[config.mk]
export PLATFORM = sky130hd
export DESIGN_NAME = bcd_key_sequencer
export DESIGN_NICKNAME = d
export VERILOG_FILES = /design/src/rtl/bcd_seq_pkg.sv /design/src/rtl/bcd_priority_pick.sv /design/src/rtl/bcd_key_sequencer.sv
export SDC_FILE = /design/constraint.sdc
export NUM_CORES = 1
export LEC_CHECK = 0
export ABC_AREA = 1
export CAP_MARGIN = 20
export CORE_MARGIN = 1.5
export CORE_UTILIZATION = 52
export DETAILED_ROUTE_END_ITERATION = 12
export MAX_ROUTING_LAYER = met4
export PLACE_DENSITY = 0.89
export SYNTH_ARGS = -nofsm -noshare
export SYNTH_HDL_FRONTEND = slang
export SYNTH_SLANG_ARGS = --single-unit
[constraint.sdc]
create_clock -name clk -period 4.2 [get_ports clk]
set_input_delay 0.84 -clock clk [delete_from_list [all_inputs] [get_ports clk]]
set_output_delay 0.84 -clock clk [all_outputs]
set_load 0.03 [all_outputs]
[src/rtl/bcd_seq_pkg.sv]
// Shared types and helpers for the BCD key sequencer.
// Provides bcd_t, seq_state_t, MAX_KEYS and the rotation-pointer wrap rule.
package bcd_seq_pkg;

    typedef logic [3:0] bcd_t;

    typedef enum logic {
        IDLE,
        EMIT
    } seq_state_t;

    localparam int MAX_KEYS = 9;

    // Step one key below the emitted code; key 1 wraps to the top key.
    function automatic bcd_t next_ptr(bcd_t code, bcd_t top);
        return (code <= 4'd1) ? top : code - 4'd1;
    endfunction

endpackage

[src/rtl/bcd_priority_pick.sv]
// Combinational key picker: vec (pending keys), start (rotation pointer,
// only with BCD_SEQ_ROUND_ROBIN_EN) -> sel, any_set, only_one.
module bcd_priority_pick
    import bcd_seq_pkg::*;
#(
    parameter int NUM_KEYS = 9
) (
    input  logic [NUM_KEYS:1] vec,
`ifdef BCD_SEQ_ROUND_ROBIN_EN
    input  bcd_t              start,
`endif
    output bcd_t              sel,
    output logic              any_set,
    output logic              only_one
);

    assign any_set  = |vec;
    assign only_one = ($countones(vec) <= 1);

`ifdef BCD_SEQ_ROUND_ROBIN_EN
    int best;
    int dist;

    // Downward distance from start to key j, modulo NUM_KEYS;
    // the set key with the smallest distance wins.
    always_comb begin
        sel  = '0;
        best = NUM_KEYS;
        dist = 0;
        for (int j = 1; j <= NUM_KEYS; j++) begin
            if (int'(start) >= j)
                dist = int'(start) - j;
            else
                dist = int'(start) - j + NUM_KEYS;
            if (vec[j] && dist < best) begin
                best = dist;
                sel  = bcd_t'(j);
            end
        end
    end
`else
    always_comb begin
        sel = '0;
        for (int j = 1; j <= NUM_KEYS; j++) begin
            if (vec[j])
                sel = bcd_t'(j);
        end
    end
`endif

endmodule

[src/rtl/bcd_key_sequencer.sv]
// Snapshot a multi-hot key vector and stream one BCD code per set key.
// Ports: clk, rstN, key_in/key_valid/key_ready (snapshot in),
// bcd_out/bcd_valid/bcd_last/out_ready (code stream), overrun (pulse).
// Option: BCD_SEQ_ROUND_ROBIN_EN enables a rotating start pointer.
module bcd_key_sequencer
    import bcd_seq_pkg::*;
#(
    parameter int NUM_KEYS  = 9,
    parameter bit EMIT_ZERO = 1'b1
) (
    input  logic              clk,
    input  logic              rstN,
    input  logic [NUM_KEYS:1] key_in,
    input  logic              key_valid,
    output logic              key_ready,
    output logic [3:0]        bcd_out,
    output logic              bcd_valid,
    output logic              bcd_last,
    input  logic              out_ready,
    output logic              overrun
);

    if (NUM_KEYS < 1 || NUM_KEYS > MAX_KEYS) begin : g_bad_keys
        $error("NUM_KEYS out of range");
    end

    localparam bcd_t TOP = bcd_t'(NUM_KEYS);

    seq_state_t        state;
    seq_state_t        state_nx;
    logic [NUM_KEYS:1] pending;
    logic [NUM_KEYS:1] clr_mask;
    logic [NUM_KEYS:1] pick_vec;
    bcd_t              out_q;
    bcd_t              pick_sel;
    logic              last_q;
    logic              ovr_q;
    logic              pick_any;
    logic              pick_one;
    logic              load;
    logic              xfer;

    // A single picker serves both the fresh snapshot (IDLE) and the
    // pending set minus the code being transferred (EMIT), so the next
    // code is registered on the same edge as the transfer.
    always_comb begin
        clr_mask = '0;
        for (int k = 1; k <= NUM_KEYS; k++)
            clr_mask[k] = (out_q == bcd_t'(k));
        pick_vec = (state == IDLE) ? key_in : (pending & ~clr_mask);
    end

`ifdef BCD_SEQ_ROUND_ROBIN_EN
    bcd_t rp_q;
    bcd_t pick_start;

    assign pick_start = (state == IDLE) ? rp_q : next_ptr(out_q, TOP);
`endif

    bcd_priority_pick #(
        .NUM_KEYS (NUM_KEYS)
    ) u_pick (
        .vec      (pick_vec),
`ifdef BCD_SEQ_ROUND_ROBIN_EN
        .start    (pick_start),
`endif
        .sel      (pick_sel),
        .any_set  (pick_any),
        .only_one (pick_one)
    );

    always_comb begin
        state_nx = state;
        load     = 1'b0;
        xfer     = 1'b0;
        case (state)
            IDLE: begin
                if (key_valid && (pick_any || EMIT_ZERO)) begin
                    state_nx = EMIT;
                    load     = 1'b1;
                end
            end
            EMIT: begin
                if (out_ready) begin
                    xfer = 1'b1;
                    if (last_q)
                        state_nx = IDLE;
                    else
                        load = 1'b1;
                end
            end
        endcase
    end

    always_ff @(posedge clk or negedge rstN) begin
        if (!rstN)
            state <= IDLE;
        else
            state <= state_nx;
    end

    always_ff @(posedge clk or negedge rstN) begin
        if (!rstN) begin
            pending <= '0;
            out_q   <= '0;
            last_q  <= 1'b0;
            ovr_q   <= 1'b0;
        end else begin
            ovr_q <= key_valid && (state == EMIT);
            if (load) begin
                pending <= pick_vec;
                out_q   <= pick_sel;
                last_q  <= pick_one;
            end else if (xfer) begin
                pending <= '0;
                out_q   <= '0;
                last_q  <= 1'b0;
            end
        end
    end

`ifdef BCD_SEQ_ROUND_ROBIN_EN
    // Empty-snapshot transfers (code 0) leave the pointer alone.
    always_ff @(posedge clk or negedge rstN) begin
        if (!rstN)
            rp_q <= TOP;
        else if (xfer && out_q != 4'd0)
            rp_q <= next_ptr(out_q, TOP);
    end
`endif

    assign key_ready = (state == IDLE);
    assign bcd_valid = (state == EMIT);
    assign bcd_out   = out_q;
    assign bcd_last  = last_q;
    assign overrun   = ovr_q;

endmodule

# Word-level counts from Yosys, hierarchy flattened
# Index checks and enable logic that the tools add are counted.
[word_totals] elab_cells=52 out_inout_bits=8 ff_bits=16
[op_classes] n_reduce_logical=2 eq_ne=9 add_sub_neg=8 bitwise_logic=3 order_cmp=1 n_mux=24
[op_table] cell="32-bit adder" count=3
[op_table] cell="32-bit by 1-bit adder with 32-bit output" count=1
[op_table] cell="32-bit by 2-bit <= comparator with 1-bit output (second input constant)" count=1
[op_table] cell="9-bit 2-to-1 mux" count=3
[op_table] cell="4-bit by 3-bit equality test with 1-bit output (second input constant)" count=4
[op_table] cell="4-bit 2-to-1 mux" count=4
[op_table] cell="3-bit 2-to-1 mux" count=4
[op_table] cell="9-bit bitwise AND" count=1
[op_table] cell="1-bit 2-to-1 mux" count=9
[op_table] cell="9-bit inverter" count=1
[op_table] cell="1-bit by 1-bit adder with 2-bit output" count=4
[op_table] cell="4-bit by 2-bit equality test with 1-bit output (second input constant)" count=2
[op_table] cell="4-bit equality test (second input constant)" count=2
[op_table] cell="4-bit by 1-bit equality test with 1-bit output (second input constant)" count=1
[op_table] cell="2-bit 2-to-1 mux" count=2
[op_table] cell="1-bit one-hot mux with 2 select lines" count=2
[op_table] cell="2-bit nonzero test" count=1
[op_table] cell="1-bit logical AND" count=1
[op_table] cell="1-bit inverter" count=1

# Logic depth before layout (Yosys ltp)
[depth] depth_word=14 mapped_depth=15 depth_no_buf=15

# By module
# From an unflattened synthesis, not the netlist that was laid out.
[hier_totals] cells_unflattened=176 area_unflattened_um2=1173.6
[by_module_without_submodules] mod="bcd_key_sequencer" n_inst=1 area_per_inst_um2=877.1 cells_per_inst=134
[by_module_without_submodules] mod="bcd_priority_pick" n_inst=1 area_per_inst_um2=296.5 cells_per_inst=42

# Worst setup path before layout
# Ideal clock, no wire load.
[synth_timing] path_kind="input -> register" from="input key_in[3] (netlist name)" to="register last_q, in the netlist bcd_last" required_time_ps=4117 setup_slack_ps=878 path_stages=13 arrival_ps=3240 cell_sequence="nand2_1 -> a21boi_1 -> inv_1 -> ha_1 -> fa_1 -> inv_1 -> fa_1 -> inv_1 -> ha_1 -> inv_1 -> fa_1 -> nand3b_1 -> o21ai_0"
[synth_between] elab_chain_cells=7
[synth_rtl] element="start, declared" line="bcd_key_sequencer.sv:13" text="input logic [NUM_KEYS:1] key_in,"
[synth_rtl] element="9-bit 2-to-1 mux" line="bcd_key_sequencer.sv:50" text="pick_vec = (state == IDLE) ? key_in : (pending & ~clr_mask);"
[synth_rtl] element="1-bit by 1-bit adder with 2-bit output (not written as such)" line="bcd_priority_pick.sv:18" text="assign only_one = ($countones(vec) <= 1);"
[synth_rtl] element="32-bit adder (not written as such) (2 in series)" line="bcd_priority_pick.sv:18"
[synth_rtl] element="32-bit by 1-bit adder with 32-bit output (not written as such)" line="bcd_priority_pick.sv:18"
[synth_rtl] element="32-bit by 2-bit <= comparator with 1-bit output" line="bcd_priority_pick.sv:18"
[synth_rtl] element="1-bit 2-to-1 mux" line="bcd_key_sequencer.sv:110" text="if (load) begin"
[synth_rtl] element="end signal, assigned" line="bcd_key_sequencer.sv:113" text="last_q <= pick_one;"
[synth_rtl] element="end, declared" line="bcd_key_sequencer.sv:36" text="logic last_q;"
# No other way between the ends.
# A chain may end at the register's enable or synchronous reset.

# Worst setup path after layout
# Ends and elaborated chain as after synthesis.

==> flow_metrics.env <==
export IMPL_clockRootBuffer="clkbuf_4"
export IMPL_hold_slack_ps=499
export IMPL_postCtsHoldBufs=0
export IMPL_post_route_util_pct=66.3
export IMPL_initialDrtViolationCount=35
export IMPL_clk_pin_slew_ps=110
export IMPL_synth_edf_count=0
export IMPL_worstPathArrival_ps=3840
export IMPL_p_per_area_nw_per_um2=780
export IMPL_ys_warn_count=0
export IMPL_num_fill_cells=185
export IMPL_r2r_end="bcd_last$_DFFE_PN0P_"
export IMPL_antenna_cells=0
export IMPL_cp_end_kind="flip-flop"
export IMPL_switching_share_pct=50.5
export IMPL_grt_usage_pct=24.2
export IMPL_numCtsBuffers=3
export IMPL_synthTopCellsByCount="nand2_1 (45), inv_1 (21), dfrtp_1 (16)"
export IMPL_antenna_left=0
export IMPL_area_growth_pct=21.1
export IMPL_io_pin_count=21
export IMPL_die_y_um=51.3
export IMPL_placementRows=17
export IMPL_tns_ps=0
export IMPL_clk_latency_ps=320
export IMPL_syn_area_sq_um=1210
export IMPL_routed_wl_um=2680
export IMPL_finalMaxSlewViolations=0
export IMPL_syn_area_per_cell_sq_um=7.82
export IMPL_hold_path_startpoint="pending[4]$_DFFE_PN0P_"
export IMPL_timing_final_crit_share_pct=85.6
export IMPL_cts_setup_buffers=0
export IMPL_io_buffers=20
export IMPL_htree_levels=1
export IMPL_vdd_ir_drop_max_mv=0.466
export IMPL_hold_end="pending[4]$_DFFE_PN0P_"
export IMPL_clock_sinks=16
export IMPL_hpwl_um=2100
export IMPL_avgViaCountPerCell=5.25
export IMPL_critPathMaxFanout=3
export IMPL_timing_hold_violations_final=0
export IMPL_worst_setup_path_type="input pin to flip-flop"
export IMPL_yosys_top_cells_area="dfrtp_1 (33%), nand2_1 (14%), fa_1 (8.3%)"
export IMPL_outcome="completed"
export IMPL_dieArea_sq_um=2630
export IMPL_comb_power_share_pct=67.1
export IMPL_worst_slew_pin_slew_ps=739
export IMPL_post_cts_resized=0
export IMPL_drt_pass1_iterations=4
export IMPL_syn_nets=179
export IMPL_crit_required_ps=4440
export IMPL_setup_viol=0
export IMPL_maxSlewHeadroom_pct=50.6
export IMPL_r2r_start="bcd_out[3]$_DFFE_PN0P_"
export IMPL_yosysSeqAreaShare_pct=33.0
export IMPL_drive_above_1_share_pct=16.9
export IMPL_leakage_nw=0.752
export IMPL_grt_pass1_vias=1042
export IMPL_ff2ff_setup_slack_ps=790
export IMPL_rr_worst_depth=14
export IMPL_async_reset_ff_share_pct=100
export IMPL_crit_path_start_kind="input pin"
export IMPL_final_nets=202
export IMPL_die_x_um=51.3
export IMPL_synth_flop_cell="dfrtp_1"
export IMPL_clock_path_buffers=2
export IMPL_fmax_mhz=278
export IMPL_synth_cell_types=27
export IMPL_start_util_pct=54.8
export IMPL_synth_most_common_cell="nand2_1"
export IMPL_gp_congestion=0.881
export IMPL_drc=0
export IMPL_cts_tree="done"
export IMPL_postSynthCellCount=155
export IMPL_skew_ps=14.9
export IMPL_yosys_area_top_type="dfrtp_1"
export IMPL_wl_per_cell_um=13.1
export IMPL_power_internal_mw=0.566
export IMPL_antenna_found_initial=0
export IMPL_p_clk_share_pct=9.5
export IMPL_vias=1076
export IMPL_netlist_area_leader_share_pct=33.0
export IMPL_p_seq_share_pct=23.3
export IMPL_period_minus_slack_ps=3590
export IMPL_hold_depth=2
export IMPL_ys_ff_latch=16
export IMPL_maxCapViolCount=0
export IMPL_core_sq_um=2210
export IMPL_rsz0062_at_grt="false"
export IMPL_grt_pass1_wl_um=4550
export IMPL_overflow=0
export IMPL_p_switching_mw=0.578
export IMPL_hold_class="flip-flop to flip-flop"
export IMPL_grt_start_max_net_pins=17
-- layer usage --
metal  track usage (%)  vias up  wire length (um)
met5                 -        -                 0
met4              15.4        0               114
met3              3.51       11               100
met2              39.2       30              1320
met1              28.3      511              1150
li1                  -      524                 -
-- area by class of cell --
class	count	area, sq um	share of cell area, %
clock buffer	4	36.3	2.47
inverter	34	130	8.87
multi-input combinational	102	658	44.8
timing repair buffer	21	208	14.2
sequential	16	400	27.3
tap	28	35.0	2.39
-- flip-flops by register name, summed over array words and instances, names as in the netlist --
signal,count
pending,9
bcd_out,4
bcd_last,1
bcd_valid,1
overrun,1
-- stage by stage --
step | setup slack [ps] | total power [mW] | cell area, sq um | cells
2_1_floorplan | 878 | 0.840 | 1210 | 155
3_3_place_gp | 346 | 0.990 | 1430 | 201
3_5_place_dp | 228 | 1.04 | 1430 | 201
4_1_cts | 550 | 1.16 | 1470 | 205
5_1_grt | 389 | 1.28 | 1470 | 205
6_report | 605 | 1.14 | 1470 | 205
-- critical path, cell delays in order --
cell,delay (ps)
clkdlybuf4s50_1,390
nand2_1,80
a21boi_1,250
inv_1,70
ha_1,310
fa_1,510
inv_1,50
fa_1,370
inv_1,60
ha_1,130
inv_1,50
fa_1,470
nand3b_1,70
o21ai_0,160
-- how the worst max path moves through the flow --
stage / from / end / slack [ps]
5_1_grt: key_in[3] / bcd_last$_DFFE_PN0P_ / 390
3_3_place_gp: key_in[4] / bcd_last$_DFFE_PN0P_ / 350
3_5_place_dp: key_in[3] / bcd_last$_DFFE_PN0P_ / 230
4_1_cts: key_in[3] / bcd_last$_DFFE_PN0P_ / 550
2_1_floorplan: key_in[3] / bcd_last$_DFFE_PN0P_ / 880
6_report: key_in[3] / bcd_last$_DFFE_PN0P_ / 610
-- power by group through the flow --
stage | sequential (mW) | combinational (mW) | clock, mW
detailed placement | 0.269 | 0.776 | 0
finish | 0.267 | 0.768 | 0.109
global route | 0.276 | 0.885 | 0.117
CTS | 0.266 | 0.781 | 0.109
global placement | 0.268 | 0.722 | 0
floorplan | 0.307 | 0.533 | 0
-- cell families after synthesis --
kind of cell,share of synthesized area [%]
adders and majority gates,14.4
buffers and inverters,12.7
AOI/OAI and AO/OA,13.8
and+or+nand+nor,26.0
DFF,33.0
-- cell usage in the layout, fill, tap and decap left out, types with 6 or more instances in the layout --
cell,instances
inv_1,21
ha_1,6
clkdlybuf4s50_1,20
inv_2,10
nand3_1,10
nand2_1,45
dfrtp_1,16
Note: power is estimated with default switching activity, not from simulation.
